==> src/rtl/lut_config_loader.sv <==
// lut_config_loader: assembles streamed config words into LUT images and writes each image with a one-hot cen pulse.
// Define LUT_CFG_CHECKSUM_EN to add a trailing XOR checksum word and the error output.
module lut_config_loader #(
  parameter int INPUTS       = 4,
  parameter int MEM_SIZE     = 2**INPUTS,
  parameter int CONFIG_WIDTH = 4,
  parameter int NUM_LUTS     = 8
) (
  input  logic                    cclk,
  input  logic                    rst_n,
  input  logic                    start,
  input  logic [CONFIG_WIDTH-1:0] in_data,
  input  logic                    in_valid,
  output logic                    in_ready,
  output logic [MEM_SIZE-1:0]     config_out,
  output logic [NUM_LUTS-1:0]     cen,
  output logic                    busy,
  output logic                    done
`ifdef LUT_CFG_CHECKSUM_EN
  ,
  output logic                    error
`endif
);
  localparam int WPL = MEM_SIZE / CONFIG_WIDTH;
  localparam int WW  = WPL > 1 ? $clog2(WPL) : 1;
  localparam int LW  = NUM_LUTS > 1 ? $clog2(NUM_LUTS) : 1;
`ifdef LUT_CFG_CHECKSUM_EN
  typedef enum logic [2:0] {IDLE, LOAD, WRITE, CHECK, DONE} state_t;
  localparam state_t FIN = CHECK;
`else
  typedef enum logic [2:0] {IDLE, LOAD, WRITE, DONE} state_t;
  localparam state_t FIN = DONE;
`endif
  state_t              state_q, state_d;
  logic [WW-1:0]       word_q, word_d;
  logic [LW-1:0]       lut_q, lut_d;
  logic [MEM_SIZE-1:0] cfg_q, cfg_d;
  logic                accept, last_word, last_lut;
`ifdef LUT_CFG_CHECKSUM_EN
  logic [CONFIG_WIDTH-1:0] xor_q, xor_d;
  logic                    err_q, err_d;
  assign in_ready = state_q == LOAD || state_q == CHECK;
  assign error    = err_q;
`else
  assign in_ready = state_q == LOAD;
`endif
  assign accept     = in_valid && in_ready;
  assign last_word  = word_q == WW'(WPL-1);
  assign last_lut   = lut_q == LW'(NUM_LUTS-1);
  assign config_out = cfg_q;
  assign cen        = state_q == WRITE ? NUM_LUTS'(1) << lut_q : '0;
  assign busy       = state_q != IDLE;
  assign done       = state_q == DONE;
  always_comb begin
    state_d = state_q;
    word_d  = word_q;
    lut_d   = lut_q;
    cfg_d   = cfg_q;
`ifdef LUT_CFG_CHECKSUM_EN
    xor_d   = xor_q;
    err_d   = err_q;
`endif
    case (state_q)
      IDLE: if (start) begin
        state_d = LOAD;
        word_d  = '0;
        lut_d   = '0;
`ifdef LUT_CFG_CHECKSUM_EN
        xor_d   = '0;
        err_d   = 1'b0;
`endif
      end
      LOAD: if (accept) begin
        cfg_d[int'(word_q)*CONFIG_WIDTH +: CONFIG_WIDTH] = in_data;
        word_d  = last_word ? '0 : word_q + 1'b1;
        state_d = last_word ? WRITE : LOAD;
`ifdef LUT_CFG_CHECKSUM_EN
        xor_d   = xor_q ^ in_data;
`endif
      end
      WRITE: begin
        state_d = last_lut ? FIN : LOAD;
        lut_d   = last_lut ? lut_q : lut_q + 1'b1;
      end
`ifdef LUT_CFG_CHECKSUM_EN
      CHECK: if (accept) begin
        err_d   = in_data != xor_q;
        state_d = DONE;
      end
`endif
      default: state_d = IDLE;
    endcase
  end
  always_ff @(posedge cclk) begin
    if (!rst_n) begin
      state_q <= IDLE;
      word_q  <= '0;
      lut_q   <= '0;
      cfg_q   <= '0;
`ifdef LUT_CFG_CHECKSUM_EN
      xor_q   <= '0;
      err_q   <= 1'b0;
`endif
    end else begin
      state_q <= state_d;
      word_q  <= word_d;
      lut_q   <= lut_d;
      cfg_q   <= cfg_d;
`ifdef LUT_CFG_CHECKSUM_EN
      xor_q   <= xor_d;
      err_q   <= err_d;
`endif
    end
  end
endmodule
==> config.mk <==
export PLATFORM = sky130hd
export DESIGN_NAME = lut_config_loader
export DESIGN_NICKNAME = d
export VERILOG_FILES = /design/src/rtl/lut_config_loader.sv
export SDC_FILE = /design/constraint.sdc
export NUM_CORES = 1
export LEC_CHECK = 0
export BUFFER_PORTS_ARGS = -buffer_cell sky130_fd_sc_hd__clkbuf_2
export CELL_PAD_IN_SITES_DETAIL_PLACEMENT = 1
export CELL_PAD_IN_SITES_GLOBAL_PLACEMENT = 2
export CORE_ASPECT_RATIO = 1.1
export CORE_UTILIZATION = 23
export CTS_BUF_LIST = sky130_fd_sc_hd__clkbuf_8
export DETAILED_ROUTE_END_ITERATION = 8
export HOLD_SLACK_MARGIN = 0.1
export PLACE_DENSITY_LB_ADDON = 0.1
export SYNTH_ARGS = -nofsm -noshare
export SYNTH_HDL_FRONTEND = slang
export SYNTH_SLANG_ARGS = --single-unit
export TNS_END_PERCENT = 1
==> constraint.sdc <==
create_clock -name cclk -period 4.9 [get_ports cclk]
set_input_delay 1.47 -clock cclk [delete_from_list [all_inputs] [get_ports cclk]]
set_output_delay 1.47 -clock cclk [all_outputs]
set_load 0.03 [all_outputs]
**Word level (Yosys, flattened, before mapping)**

Cells that the tools add are included.

- Muxes and demuxes: 14
- Equal/unequal tests: 8
- Shifts and indexed selects: 3
- Reductions and logical operators: 9
- Add/sub/neg operators: 3

Operator list:

| cell | count |
|---|---|
| $neg 4->33 | 1 |
| $shift 4x33->16 const A | 1 |
| $shiftx 4x33->16 | 1 |
| $bwmux 16 | 1 |
| $mux 3 | 4 |
| $mux 2 | 5 |
| $pmux 3 s3 | 1 |
| $mux 8 | 1 |
| $shl 1x3->8 const A | 1 |
| $eq 3x2->1 const B | 2 |
| $pmux 3 s2 | 1 |
| $reduce_and 3->1 | 2 |
| $ne 2x2->1 const B | 2 |
| $pmux 2 s2 | 1 |
| $reduce_and 2->1 | 2 |
| $reduce_bool 2->1 | 2 |
| $add 3x1->3 const B | 1 |
| $eq 3x1->1 const B | 1 |
| $eq 3x3->1 const B | 1 |
| $logic_not 3->1 | 1 |
| $reduce_bool 3->1 | 1 |
| $add 2x1->2 const B | 1 |
| $eq 2x2->1 const B | 1 |
| $ne 2x1->1 const B | 1 |
| $logic_and 1x1->1 | 1 |

- Output and inout port bits: 27
- Register bits after elaboration: 24
- Logic and storage cells: 41

**Logic depth before layout (Yosys ltp)**

- Word-level depth: 4
- Mapped depth: 5
- Depth with buffers taken out: 5

**Least setup slack after synthesis**

No wires, ideal clock.

- Path kind: register -> output
- Start point: reg state_q[1]
- End point: out cen[1]
- Required time: 3.430 ns
- Cell stages (with the launch flop): 4
- Arrival time: 1.056 ns
- Slack: 2.374 ns
- Path through: dfxtp_1 > nor2b_1 > clkbuf_2 > and3_1

- Cells in the longest elaborated chain, start to end: 2

Ends and longest elaborated chain:

| what | RTL line | RTL |
|---|---|---|
| start: declaration | 34 | `state_t state_q, state_d;` |
| start signal: assignment | 105 | `state_q <= state_d;` |
| $eq 3x2->1 | 51 | `assign cen = state_q == WRITE ? NUM_LUTS'(1) << lut_q : '0;` |
| $mux 8 | 51 |  |
| end: declaration | 16 | `output logic [NUM_LUTS-1:0] cen,` |

No other way between the ends.

**Final worst setup path**

- Start point: reg state_q[1]
- End point: out cen[6]

The elaborated chain is that of the path after synthesis.

==> impl_metrics.yaml <==
die:
  die_y_um: 78.7
  die_area_um2: 5650
  core_area_um2: 5070
  core.rowCount: 27
  io_pins: 35
  die_w_um: 71.8
  start_util_pct: 24.3
critical_path:
  endpoint_kind: "output port"
  start_kind: "flip-flop"
  reg2reg_to: "config_out[12]"
  critical_path_peak_fanout: 14
  reg2reg_depth: 5
  r2r_slack_ps: 2830
  critical_path_arrival_ps: 1810
  setup.worst_path.class: "reg -> out"
  r2r_start: "word_q[0]"
  required_ps: 3430
route:
  avgRoutedWirePerCell_um: 14.5
  num_vias: 1089
  wl_um: 3230
  drtPass1Iterations: 4
  antenna_left: 0
  drc: 0
  drt-initial-drc-count: 39
  vias_per_cell: 4.88
placement:
  finalWeightedCongestion: 0.667
  hpwl_um: 2430
  dpl_cell_area_um2: 1430
  port_buffers: 34
synth:
  syn-num-nets: 154
  synth_top_family_by_area: "simple AND/OR/NAND/NOR gates"
  muxShareOfSynthArea_pct: 2.44
  synth_top_area_share_pct: 37.4
  yosys.area_share.simple_pct: 29.8
  synthFlopType: "dfxtp_1"
  synth_edf_count: 0
  synth_async_sr_flop_share_pct: 0
  yosysMostFrequentCell: "nand2_1"
  synth.largest_area_cell: "dfxtp_1"
  synth_xor_xnor_area_share_pct: 0
  synthTopCellsByArea: "dfxtp_1 37%, ha_1 12%, nand2_1 7.9%"
  synth_fa_ha_area_share_pct: 12.2
  ys_seq_elements: 23
  syn_area_um2: 1230
  synth_common_cells: "26 x nand2_1, 23 x dfxtp_1, 15 x o22ai_1, 12 x ha_1"
  synth-compound-area-share_pct: 12.7
  synth_cell_types: 35
  synth_area_per_cell_um2: 9.19
  syn_inst: 134
  ys_seq_area_share_pct: 37.4
  yosys_warnings: 0
hold_path:
  hold_path_end: "config_out[11]"
  hold_path_class: "reg -> reg"
  worstHoldStart: "config_out[11]"
  min_path_cells: 2
power:
  p_leak_nw: 0.660
  peakVddDrop_mv: 0.0985
  p_per_area_nw_per_um2: 237
global_routing:
  grt_pass1_vias: 1055
  antenna_found_initial: 0
  grt_use_total_pct: 11.9
  grt_remaining_overflow: 0
  grt_pass1_wl_um: 5180
  grt_max_degree: 28
sta:
  max_freq_mhz: 305
  maxSlewHeadroom_pct: 61.1
  final-hold-violation-count: 0
  tightest_slew_ps: 582
  period_needed_ps: 3280
  fin_crit_sh_pct: 66.9
  tns_ps: 0
  setup_viol: 0
  hold-worst-slack_ps: 470
  rsz0062_at_grt: "no"
  fin_skew_ps: 7.36
  slew_violations: 0
layout:
  diodes: 0
  stdcell_area_um2: 1470
  syn2layout_area_growth_pct: 19.7
  nets: 186
  drive_above_1_share_pct: 27.9
cts:
  cts_max_level: 1
  cts-buffers-inserted: 3
  clockBufferDepth: 2
  clock_sinks: 23
  cts_resized: 0
  clock_tree.root_cell: "clkbuf_8"
  cts_setup_buffers: 0
  cts_tree: "yes"
  clk_pin_slew_worst_paths_ps: 90
  clock_latency_ps: 270
  cts_hold_buf: 0
run_status:
  status: "complete, no violations"
flow_run:
  cap_violations: 0
cell usage in the layout, fill, tap and decap left out:
cell type and count:
clkbuf_2 34, nand2_1 26, dfxtp_1 23, o22ai_1 15, ha_1 12, inv_1 7
and3_1 6, nor2b_1 4, nor2_1 4, and2_1 3, mux2i_1 3, clkbuf_8 3
nand4b_1 2, nand3b_1 2, nand4_4 2, and4b_2 2, nand3_1 2, or2_2 1
o21bai_1 1, a31oi_1 1, or2b_1 1, nand2b_1 1, a21oi_2 1, and4b_1 1
and4b_4 1, o22ai_2 1, nand4_2 1, a2bb2oi_1 1, a32oi_1 1, nor4b_1 1
o21ai_0 1, a21oi_1 1
flip-flops by register name, summed over array words and instances (netlist names):
register / count
lut_q: 3
word_q: 2
config_out: 16
state_q: 2
critical path, cell delays in order, from the launching register on:
cell	delay (ps)
dfxtp_1	530
nor2b_1	540
and3_1	250
clkbuf_2	210
worst max-delay path by stage:
stage / startpoint / to / slack [ps]
2_1_floorplan: state_q[1] / cen[1] / 2370
3_3_place_gp: state_q[1] / cen[1] / 1980
3_5_place_dp: state_q[1] / cen[6] / 1880
4_1_cts: state_q[1] / cen[6] / 1570
5_1_grt: state_q[1] / cen[4] / 1430
6_report: state_q[1] / cen[6] / 1620
where the power goes:
group | total [mW] | internal, mW | switching, mW | leakage [nW]
logic | 0.0352 | 0.0116 | 0.0236 | 0.448
clock network | 0.121 | 0.0562 | 0.0647 | 0.0269
registers | 0.194 | 0.189 | 0.00454 | 0.186
total | 0.350 | 0.257 | 0.0929 | 0.660
through the flow:
stage	cells	utilization (%)	setup WS [ps]	power, mW
finish	223	29.1	1620	0.350
global placement	219	28.2	1980	0.234
detailed placement	219	28.2	1880	0.234
CTS	223	29.1	1570	0.357
global route	223	29.1	1430	0.363
floorplan	134	-	2370	0.224
kinds of logic after synthesis:
logic type | after synthesis
compound gates | 23
fa+ha+maj | 12
buf+inv | 13
flops | 23
mux | 3
simple gates | 60
layout make-up:
cell class | instances | area [µm²]
fillers | 617 | 3590
flip-flops and latches | 23 | 460
clock buffers | 3 | 41.3
well taps | 58 | 72.6
multi-input cells | 98 | 703
repair buffers | 34 | 170
clock inverters | 1 | 3.75
inverters | 6 | 22.5
layer usage:
metal | track usage (%) | vias up | wire (µm)
li1 | - | 535 | -
met1 | 14.8 | 516 | 1440
met2 | 20.2 | 33 | 1610
met3 | 0.888 | 5 | 110
met4 | 6.47 | 0 | 72
met5 | 0 | - | 0
Power figures use the tool's default switching activity.
